==> src/rtl/forward_scoreboard_pkg.sv <==
// Shared types, defaults and width helpers for the forwarding scoreboard.
package fwd_pkg;

  localparam int DEF_REG_AW  = 5;
  localparam int DEF_NUM_SRC = 2;
  localparam int DEF_DEPTH   = 3;
  localparam int DEF_CNT_W   = 16;

  // Entry fields are sized for the widest supported configuration; unused upper bits stay zero.
  localparam int ENT_RD_W  = 16;
  localparam int ENT_CNT_W = 8;

  localparam int FWD_REGFILE = 0;

  typedef struct packed {
    logic                 valid;
    logic                 we;
    logic [ENT_RD_W-1:0]  rd;
    logic [ENT_CNT_W-1:0] cnt;
  } entry_t;

  function automatic int lat_w(input int depth);
    return (depth > 1) ? $clog2(depth) : 1;
  endfunction

  function automatic int sel_w(input int depth);
    return $clog2(depth + 1);
  endfunction

  function automatic logic [ENT_CNT_W-1:0] age_cnt(input logic [ENT_CNT_W-1:0] cnt);
    return (cnt == '0) ? cnt : cnt - ENT_CNT_W'(1);
  endfunction

endpackage

==> src/rtl/forward_scoreboard_if.sv <==
// Issue/forwarding bus between the issue stage and the forwarding scoreboard.
interface forward_scoreboard_if #(
  parameter int REG_AW  = fwd_pkg::DEF_REG_AW,
  parameter int NUM_SRC = fwd_pkg::DEF_NUM_SRC,
  parameter int DEPTH   = fwd_pkg::DEF_DEPTH,
  parameter int CNT_W   = fwd_pkg::DEF_CNT_W
);
  localparam int LAT_W = fwd_pkg::lat_w(DEPTH);
  localparam int SEL_W = fwd_pkg::sel_w(DEPTH);

  logic                       issue_valid;
  logic                       issue_ready;
  logic                       issue_we;
  logic [REG_AW-1:0]          issue_rd;
  logic [LAT_W-1:0]           issue_lat;
  logic [NUM_SRC-1:0]         src_en;
  logic [NUM_SRC*REG_AW-1:0]  src_reg;
  logic                       flush;
  logic [NUM_SRC*SEL_W-1:0]   fwd_sel;
  logic                       stall;
  logic [CNT_W-1:0]           stall_cnt;

  modport master (
    output issue_valid, issue_we, issue_rd, issue_lat, src_en, src_reg, flush,
    input  issue_ready, fwd_sel, stall, stall_cnt
  );

  modport slave (
    input  issue_valid, issue_we, issue_rd, issue_lat, src_en, src_reg, flush,
    output issue_ready, fwd_sel, stall, stall_cnt
  );
endinterface

==> src/rtl/forward_scoreboard_match.sv <==
// Priority compare of one source operand against the in-flight entries.
module fwd_match
  import fwd_pkg::*;
#(
  parameter int REG_AW = DEF_REG_AW,
  parameter int DEPTH  = DEF_DEPTH,
  parameter int SEL_W  = 2
) (
  input  entry_t [DEPTH-1:0] i_ent,
  input  logic               i_en,
  input  logic [REG_AW-1:0]  i_reg,
  output logic [SEL_W-1:0]   o_sel,
  output logic               o_blocked
);

  logic [ENT_RD_W-1:0] w_reg;
  logic                w_found;

  assign w_reg = ENT_RD_W'(i_reg);

  // Youngest stage first: the first hit decides both the select and the stall,
  // so an older ready copy can never mask a younger unready producer.
  always_comb begin
    o_sel     = SEL_W'(FWD_REGFILE);
    o_blocked = 1'b0;
    w_found   = 1'b0;
    for (int k = 0; k < DEPTH; k++) begin
      if (!w_found && i_en && i_ent[k].valid && i_ent[k].we &&
          (i_ent[k].rd != '0) && (i_ent[k].rd == w_reg)) begin
        w_found   = 1'b1;
        o_sel     = SEL_W'(k + 1);
        o_blocked = (i_ent[k].cnt != '0);
      end
    end
  end

endmodule

==> src/rtl/forward_scoreboard.sv <==
// Tracks in-flight register writers, picks forwarding sources per operand and
// stalls issue while the youngest producer of an operand is not yet ready.
module forward_scoreboard
  import fwd_pkg::*;
#(
  parameter int REG_AW  = DEF_REG_AW,
  parameter int NUM_SRC = DEF_NUM_SRC,
  parameter int DEPTH   = DEF_DEPTH,
  parameter int CNT_W   = DEF_CNT_W
) (
  input logic              clk,
  input logic              rst_n,
  forward_scoreboard_if.slave bus
);

  localparam int SEL_W = sel_w(DEPTH);

  entry_t [DEPTH-1:0]   r_ent;
  entry_t [DEPTH-1:0]   w_ent_next;
  entry_t               w_new;
  logic [ENT_CNT_W-1:0] w_lat;
  logic [ENT_CNT_W-1:0] w_lat_cap;
  logic [SEL_W-1:0]     w_sel [NUM_SRC];
  logic                 w_blocked [NUM_SRC];
  logic                 w_stall;
  logic                 w_load;
  logic [CNT_W-1:0]     r_stall_cnt;

  generate
    for (genvar s = 0; s < NUM_SRC; s++) begin : g_src
      fwd_match #(
        .REG_AW (REG_AW),
        .DEPTH  (DEPTH),
        .SEL_W  (SEL_W)
      ) u_match (
        .i_ent     (r_ent),
        .i_en      (bus.src_en[s]),
        .i_reg     (bus.src_reg[s*REG_AW +: REG_AW]),
        .o_sel     (w_sel[s]),
        .o_blocked (w_blocked[s])
      );
    end
  endgenerate

  always_comb begin
    w_stall = 1'b0;
    for (int s = 0; s < NUM_SRC; s++) begin
      w_stall = w_stall | w_blocked[s];
    end
    w_stall = w_stall & bus.issue_valid;
  end

  always_comb begin
    bus.fwd_sel = '0;
    for (int s = 0; s < NUM_SRC; s++) begin
      bus.fwd_sel[s*SEL_W +: SEL_W] = w_sel[s];
    end
  end

  assign bus.stall       = w_stall;
  assign bus.issue_ready = !w_stall;
  assign bus.stall_cnt   = r_stall_cnt;

  // Flush beats a same-cycle issue even when the issue would have been accepted.
  assign w_load    = bus.issue_valid && !w_stall && !bus.flush;
  assign w_lat     = ENT_CNT_W'(bus.issue_lat);
  assign w_lat_cap = ENT_CNT_W'(DEPTH - 1);

  always_comb begin
    w_new = '0;
    if (w_load) begin
      w_new.valid = 1'b1;
      w_new.we    = bus.issue_we;
      w_new.rd    = ENT_RD_W'(bus.issue_rd);
      w_new.cnt   = (w_lat > w_lat_cap) ? w_lat_cap : w_lat;
    end
  end

  always_comb begin
    w_ent_next    = '0;
    w_ent_next[0] = w_new;
    for (int k = 1; k < DEPTH; k++) begin
      w_ent_next[k]     = r_ent[k-1];
      w_ent_next[k].cnt = age_cnt(r_ent[k-1].cnt);
      if ((k == 1) && bus.flush) begin
        w_ent_next[k] = '0;
      end
    end
  end

  always_ff @(posedge clk or negedge rst_n) begin
    if (!rst_n) begin
      r_ent <= '0;
    end else begin
      r_ent <= w_ent_next;
    end
  end

  always_ff @(posedge clk or negedge rst_n) begin
    if (!rst_n) begin
      r_stall_cnt <= '0;
    end else if (w_stall && (r_stall_cnt != '1)) begin
      r_stall_cnt <= r_stall_cnt + CNT_W'(1);
    end
  end

endmodule

==> src/flat_wrapper.sv <==
// flat-port wrapper written by rule: the top's interface ports become plain ports
module forward_scoreboard_flat import fwd_pkg::*;
#(
  parameter int REG_AW  = DEF_REG_AW,
  parameter int NUM_SRC = DEF_NUM_SRC,
  parameter int DEPTH   = DEF_DEPTH,
  parameter int CNT_W   = DEF_CNT_W
)
  (clk, rst_n, bus_issue_valid, bus_issue_we, bus_issue_rd, bus_issue_lat, bus_src_en, bus_src_reg, bus_flush, bus_issue_ready, bus_fwd_sel, bus_stall, bus_stall_cnt);
  forward_scoreboard_if #(.REG_AW(REG_AW), .NUM_SRC(NUM_SRC), .DEPTH(DEPTH), .CNT_W(CNT_W)) bus_i ();
  input logic clk;
  input logic rst_n;
  input wire logic [$bits(bus_i.issue_valid)-1:0] bus_issue_valid;
  input wire logic [$bits(bus_i.issue_we)-1:0] bus_issue_we;
  input wire logic [$bits(bus_i.issue_rd)-1:0] bus_issue_rd;
  input wire logic [$bits(bus_i.issue_lat)-1:0] bus_issue_lat;
  input wire logic [$bits(bus_i.src_en)-1:0] bus_src_en;
  input wire logic [$bits(bus_i.src_reg)-1:0] bus_src_reg;
  input wire logic [$bits(bus_i.flush)-1:0] bus_flush;
  output wire logic [$bits(bus_i.issue_ready)-1:0] bus_issue_ready;
  output wire logic [$bits(bus_i.fwd_sel)-1:0] bus_fwd_sel;
  output wire logic [$bits(bus_i.stall)-1:0] bus_stall;
  output wire logic [$bits(bus_i.stall_cnt)-1:0] bus_stall_cnt;
  assign bus_i.issue_valid = bus_issue_valid;
  assign bus_i.issue_we = bus_issue_we;
  assign bus_i.issue_rd = bus_issue_rd;
  assign bus_i.issue_lat = bus_issue_lat;
  assign bus_i.src_en = bus_src_en;
  assign bus_i.src_reg = bus_src_reg;
  assign bus_i.flush = bus_flush;
  assign bus_issue_ready = bus_i.issue_ready;
  assign bus_fwd_sel = bus_i.fwd_sel;
  assign bus_stall = bus_i.stall;
  assign bus_stall_cnt = bus_i.stall_cnt;
  forward_scoreboard #(.REG_AW(REG_AW), .NUM_SRC(NUM_SRC), .DEPTH(DEPTH), .CNT_W(CNT_W)) u_core (.clk(clk), .rst_n(rst_n), .bus(bus_i));
endmodule
==> config.mk <==
export PLATFORM = sky130hd
export DESIGN_NAME = forward_scoreboard_flat
export DESIGN_NICKNAME = d
export VERILOG_FILES = /design/src/rtl/forward_scoreboard_pkg.sv /design/src/rtl/forward_scoreboard_if.sv /design/src/rtl/forward_scoreboard_match.sv /design/src/rtl/forward_scoreboard.sv /design/src/flat_wrapper.sv
export SDC_FILE = /design/constraint.sdc
export NUM_CORES = 1
export LEC_CHECK = 0
export CORE_ASPECT_RATIO = 1.25
export CORE_MARGIN = 4
export CORE_UTILIZATION = 30
export CTS_CLUSTER_DIAMETER = 200
export DETAILED_ROUTE_END_ITERATION = 7
export GPL_ROUTABILITY_DRIVEN = 1
export PLACE_DENSITY = 0.53
export SKIP_LAST_GASP = 1
export SLEW_MARGIN = 20
export SYNTH_ARGS = -nofsm -noshare
export SYNTH_HDL_FRONTEND = slang
export SYNTH_HIERARCHICAL = 1
export SYNTH_SLANG_ARGS = --single-unit
==> constraint.sdc <==
create_clock -name clk -period 4.9 [get_ports clk]
set_input_delay 1.47 -clock clk [delete_from_list [all_inputs] [get_ports clk]]
set_output_delay 1.47 -clock clk [all_outputs]
set_load 0.005 [all_outputs]
==> flow_summary.ini <==
[sta]
setup_ws_ns = 0.156
fin_worst_skew_ns = 0.00762
finalMaxSlewViolations = 0
finalCritPeriodShare_pct = 96.8
max_freq_ghz = 0.211
tightest_slew_ns = 0.628
setup_viol = 0
maxSlewHeadroom_pct = 58.1
min_period_ns = 4.74
rsz0062_at_grt = false
hold_viol = 0

[synth]
syn_area_mm2 = 0.00270
syn_area_per_cell_um2 = 10.3
syn_inst = 262
ys.flop_type = dfrtp_1
ys_warn_count = 6
ys_types = 42
synth_edf_count = 0
yosysSeqAreaShare_pct = 44.5
ys_ff_latch = 48
ys_top_cells_by_area = dfrtp_1 (44%), xor2_1 (7.5%), xnor2_1 (6.2%)
yosys.area.top_type = dfrtp_1
yosys-top-cells-count = dfrtp_1 (48), nor4_1 (25), xor2_1 (23)
synthArstFlopShare_pct = 100
synth_top_cell_area_share_pct = 44.5
synth_most_common_cell = dfrtp_1

[worst_setup_path]
rr_startpoint = u_core/r_ent[61]
r2r_slack_ns = 1.97
reg2reg_depth = 12
crit_type = input pin to output pin
required_ns = 3.43
reg2reg_to = u_core/bus.stall_cnt[14]
critPathArrivalTime_ns = 3.27
cp_max_fo = 5
end_kind = output pin
critPathLaunchType = input pin

[clock_network]
cts_max_path_buffers = 2
cts_inserted_buffers = 5
clk_pin_slew_ns = 0.09
clkLatencyLatePin_ns = 0.30
cts-hold-fix-buffers = 0
root_buffer = clkbuf_8
htreeDepth = 2
cts_tree = done
clkSinkCount = 48

[detailed_routing]
drcViolationCount = 0
drt-met1-wl_um = 2920
via_per_inst = 4.32
antenna_left = 0
firstDrtPassIters = 4
wl_per_cell_um = 12.5
wl_met3_um = 273
drt_iter0_markers = 61
highest_layer = met4
met2_length_um = 3400
wl_um = 6680
vias = 2316

[power]
pwr-share-comb_pct = 11.8
power_density_mw_per_mm2 = 193
leakagePower_nw = 1.92
ir_drop_uv = 102
finalPower_uw = 751
switchingPower_uw = 188
p_sw_share_pct = 25.0
pwr-share-clk_pct = 32.5
p_int_uw = 563
p_seq_share_pct = 55.7

[placement]
place_congestion = 0.834
hpwlAfterDp_um = 5140
place_ws_ns = -0.672
postPlaceCellArea_mm2 = 0.00372
dpl.cell_count = 522
port-buffer-count = 45

[grt]
gr-total-overflow = 0
grt_max_degree = 49
grtUsageTotal_pct = 13.5
antenna_found_initial = 0
first_global_vias = 2418
grt_pass1_wl_um = 11200

[worst_hold_path]
min_path_cells = 0
hold_end = u_core/r_ent[77]
hp-start = u_core/r_ent[51]
hold_path.class = flop to flop

[flow_run]
cap_violations = 0

[layout]
design_area_mm2 = 0.00389
areaGrowthSynthToFinish_pct = 43.9
nets = 445
fin_cells = 536
num_antenna_cells = 0
finish.utilization_pct = 44.4
drive_gt1_share_pct = 16.6

[outcome]
status = completed

[floorplanning]
start_util_pct = 30.9
ios = 46
rows = 38
die-area_mm2 = 0.0106
core_mm2 = 0.00875
die-width_um = 92.9
die_y_um = 114
## registers in the layout, indices dropped and copies added, names as in the netlist
name and cells:
u_core/bus.stall_cnt 16, u_core/r_ent 32
## layout by cell type, fill, tap and decap left out, types with 2 or more instances in the layout
cell type	instances
a31o_2	2
buf_2	6
o21ai_0	2
nand4b_1	2
buf_4	27
a2111oi_2	4
a22o_1	2
nand4_1	12
nand3_1	5
nor2b_1	8
nor4_2	3
o21a_1	2
or4_4	3
conb_1	79
nand2_1	13
dfrtp_1	48
inv_1	12
clkdlybuf4s15_2	2
clkbuf_2	3
nor2_1	13
nor3_1	11
nor4_1	22
xnor2_1	17
mux2_4	3
and2_1	10
or4_1	8
clkdlybuf4s50_1	29
clkbuf_1	2
and3b_1	4
clkbuf_8	6
mux2i_1	2
ha_1	6
dlymetal6s2s_1	2
nor4b_1	2
and2b_1	2
xnor2_2	2
xor2_1	23
nand3b_1	2
## through the flow
step,hold slack [ns],setup TNS [ns]
after global placement,0.400,-1.94
after CTS,0.420,0
after detailed placement,0.400,-2.00
after global routing,0.439,0
after floorplan,0.374,0
final,0.420,0
## worst max-delay path by stage
stage / startpoint / endpoint / cells after the start
after floorplan: bus_src_reg[9] / bus_stall / 7
after global placement: bus_src_reg[4] / bus_issue_ready / 8
after detailed placement: bus_src_reg[7] / bus_stall / 11
after CTS: bus_src_reg[2] / bus_issue_ready / 9
after global routing: bus_src_reg[4] / bus_stall / 9
final: bus_src_reg[4] / bus_stall / 9
## area by class of cell
class,count,area (um^2)
Fill cell,880,4860
Multi-Input combinational cell,277,1800
Sequential cell,48,1200
Timing Repair Buffer,71,604
Tap cell,120,150
Clock buffer,8,90.1
Inverter,12,45.0
## metal layers
metal | up-vias | global-route usage, %
li1 | 1186 | -
met1 | 1085 | 15.6
met2 | 39 | 24.3
met3 | 6 | 3.48
met4 | 0 | 4.01
met5 | - | 0
## power groups by stage
stage	combinational, mW	clock (mW)	sequential [mW]
3_3_place_gp	0.0866	0	0.426
3_5_place_dp	0.0876	0	0.426
5_1_grt	0.101	0.270	0.420
4_1_cts	0.0884	0.257	0.418
2_1_floorplan	0.0414	0	0.423
6_report	0.0884	0.244	0.418
## critical path, cell delays in order
cell and delay (ns):
buf_2 0.14, xor2_1 0.17, nor4_2 0.25, nand4_1 0.20, mux2_4 0.34, a22o_1 0.23
o21ai_2 0.19, inv_1 0.08, clkdlybuf4s15_1 0.21
## logic make-up (layout without fill, tap and decap cells)
kind of cell	count (synthesis)	count (layout)	share of synthesized area, %
multiplexers	5	5	2.13
XOR/XNOR	42	42	13.6
buffers and inverters	15	91	2.36
AO/OA/AOI/OAI	17	17	5.38
other	1	79	0.139
AND/OR/NAND/NOR	128	128	29.1
flip-flops	48	48	44.5
adder cells (fa/ha/maj)	6	6	2.78
## timing repair
| item | 4_1_cts | 5_1_grt |
|---|---|---|
| resized for setup | 47 | 12 |
| setup endpoints to repair | 6 | 4 |
| pin swaps | 12 | 9 |
| gates cloned | 0 | 0 |
| endpoints found under the hold margin | 0 | 0 |
| setup buffers | 4 | 2 |
No activity file was read; power rests on OpenSTA's default activity.
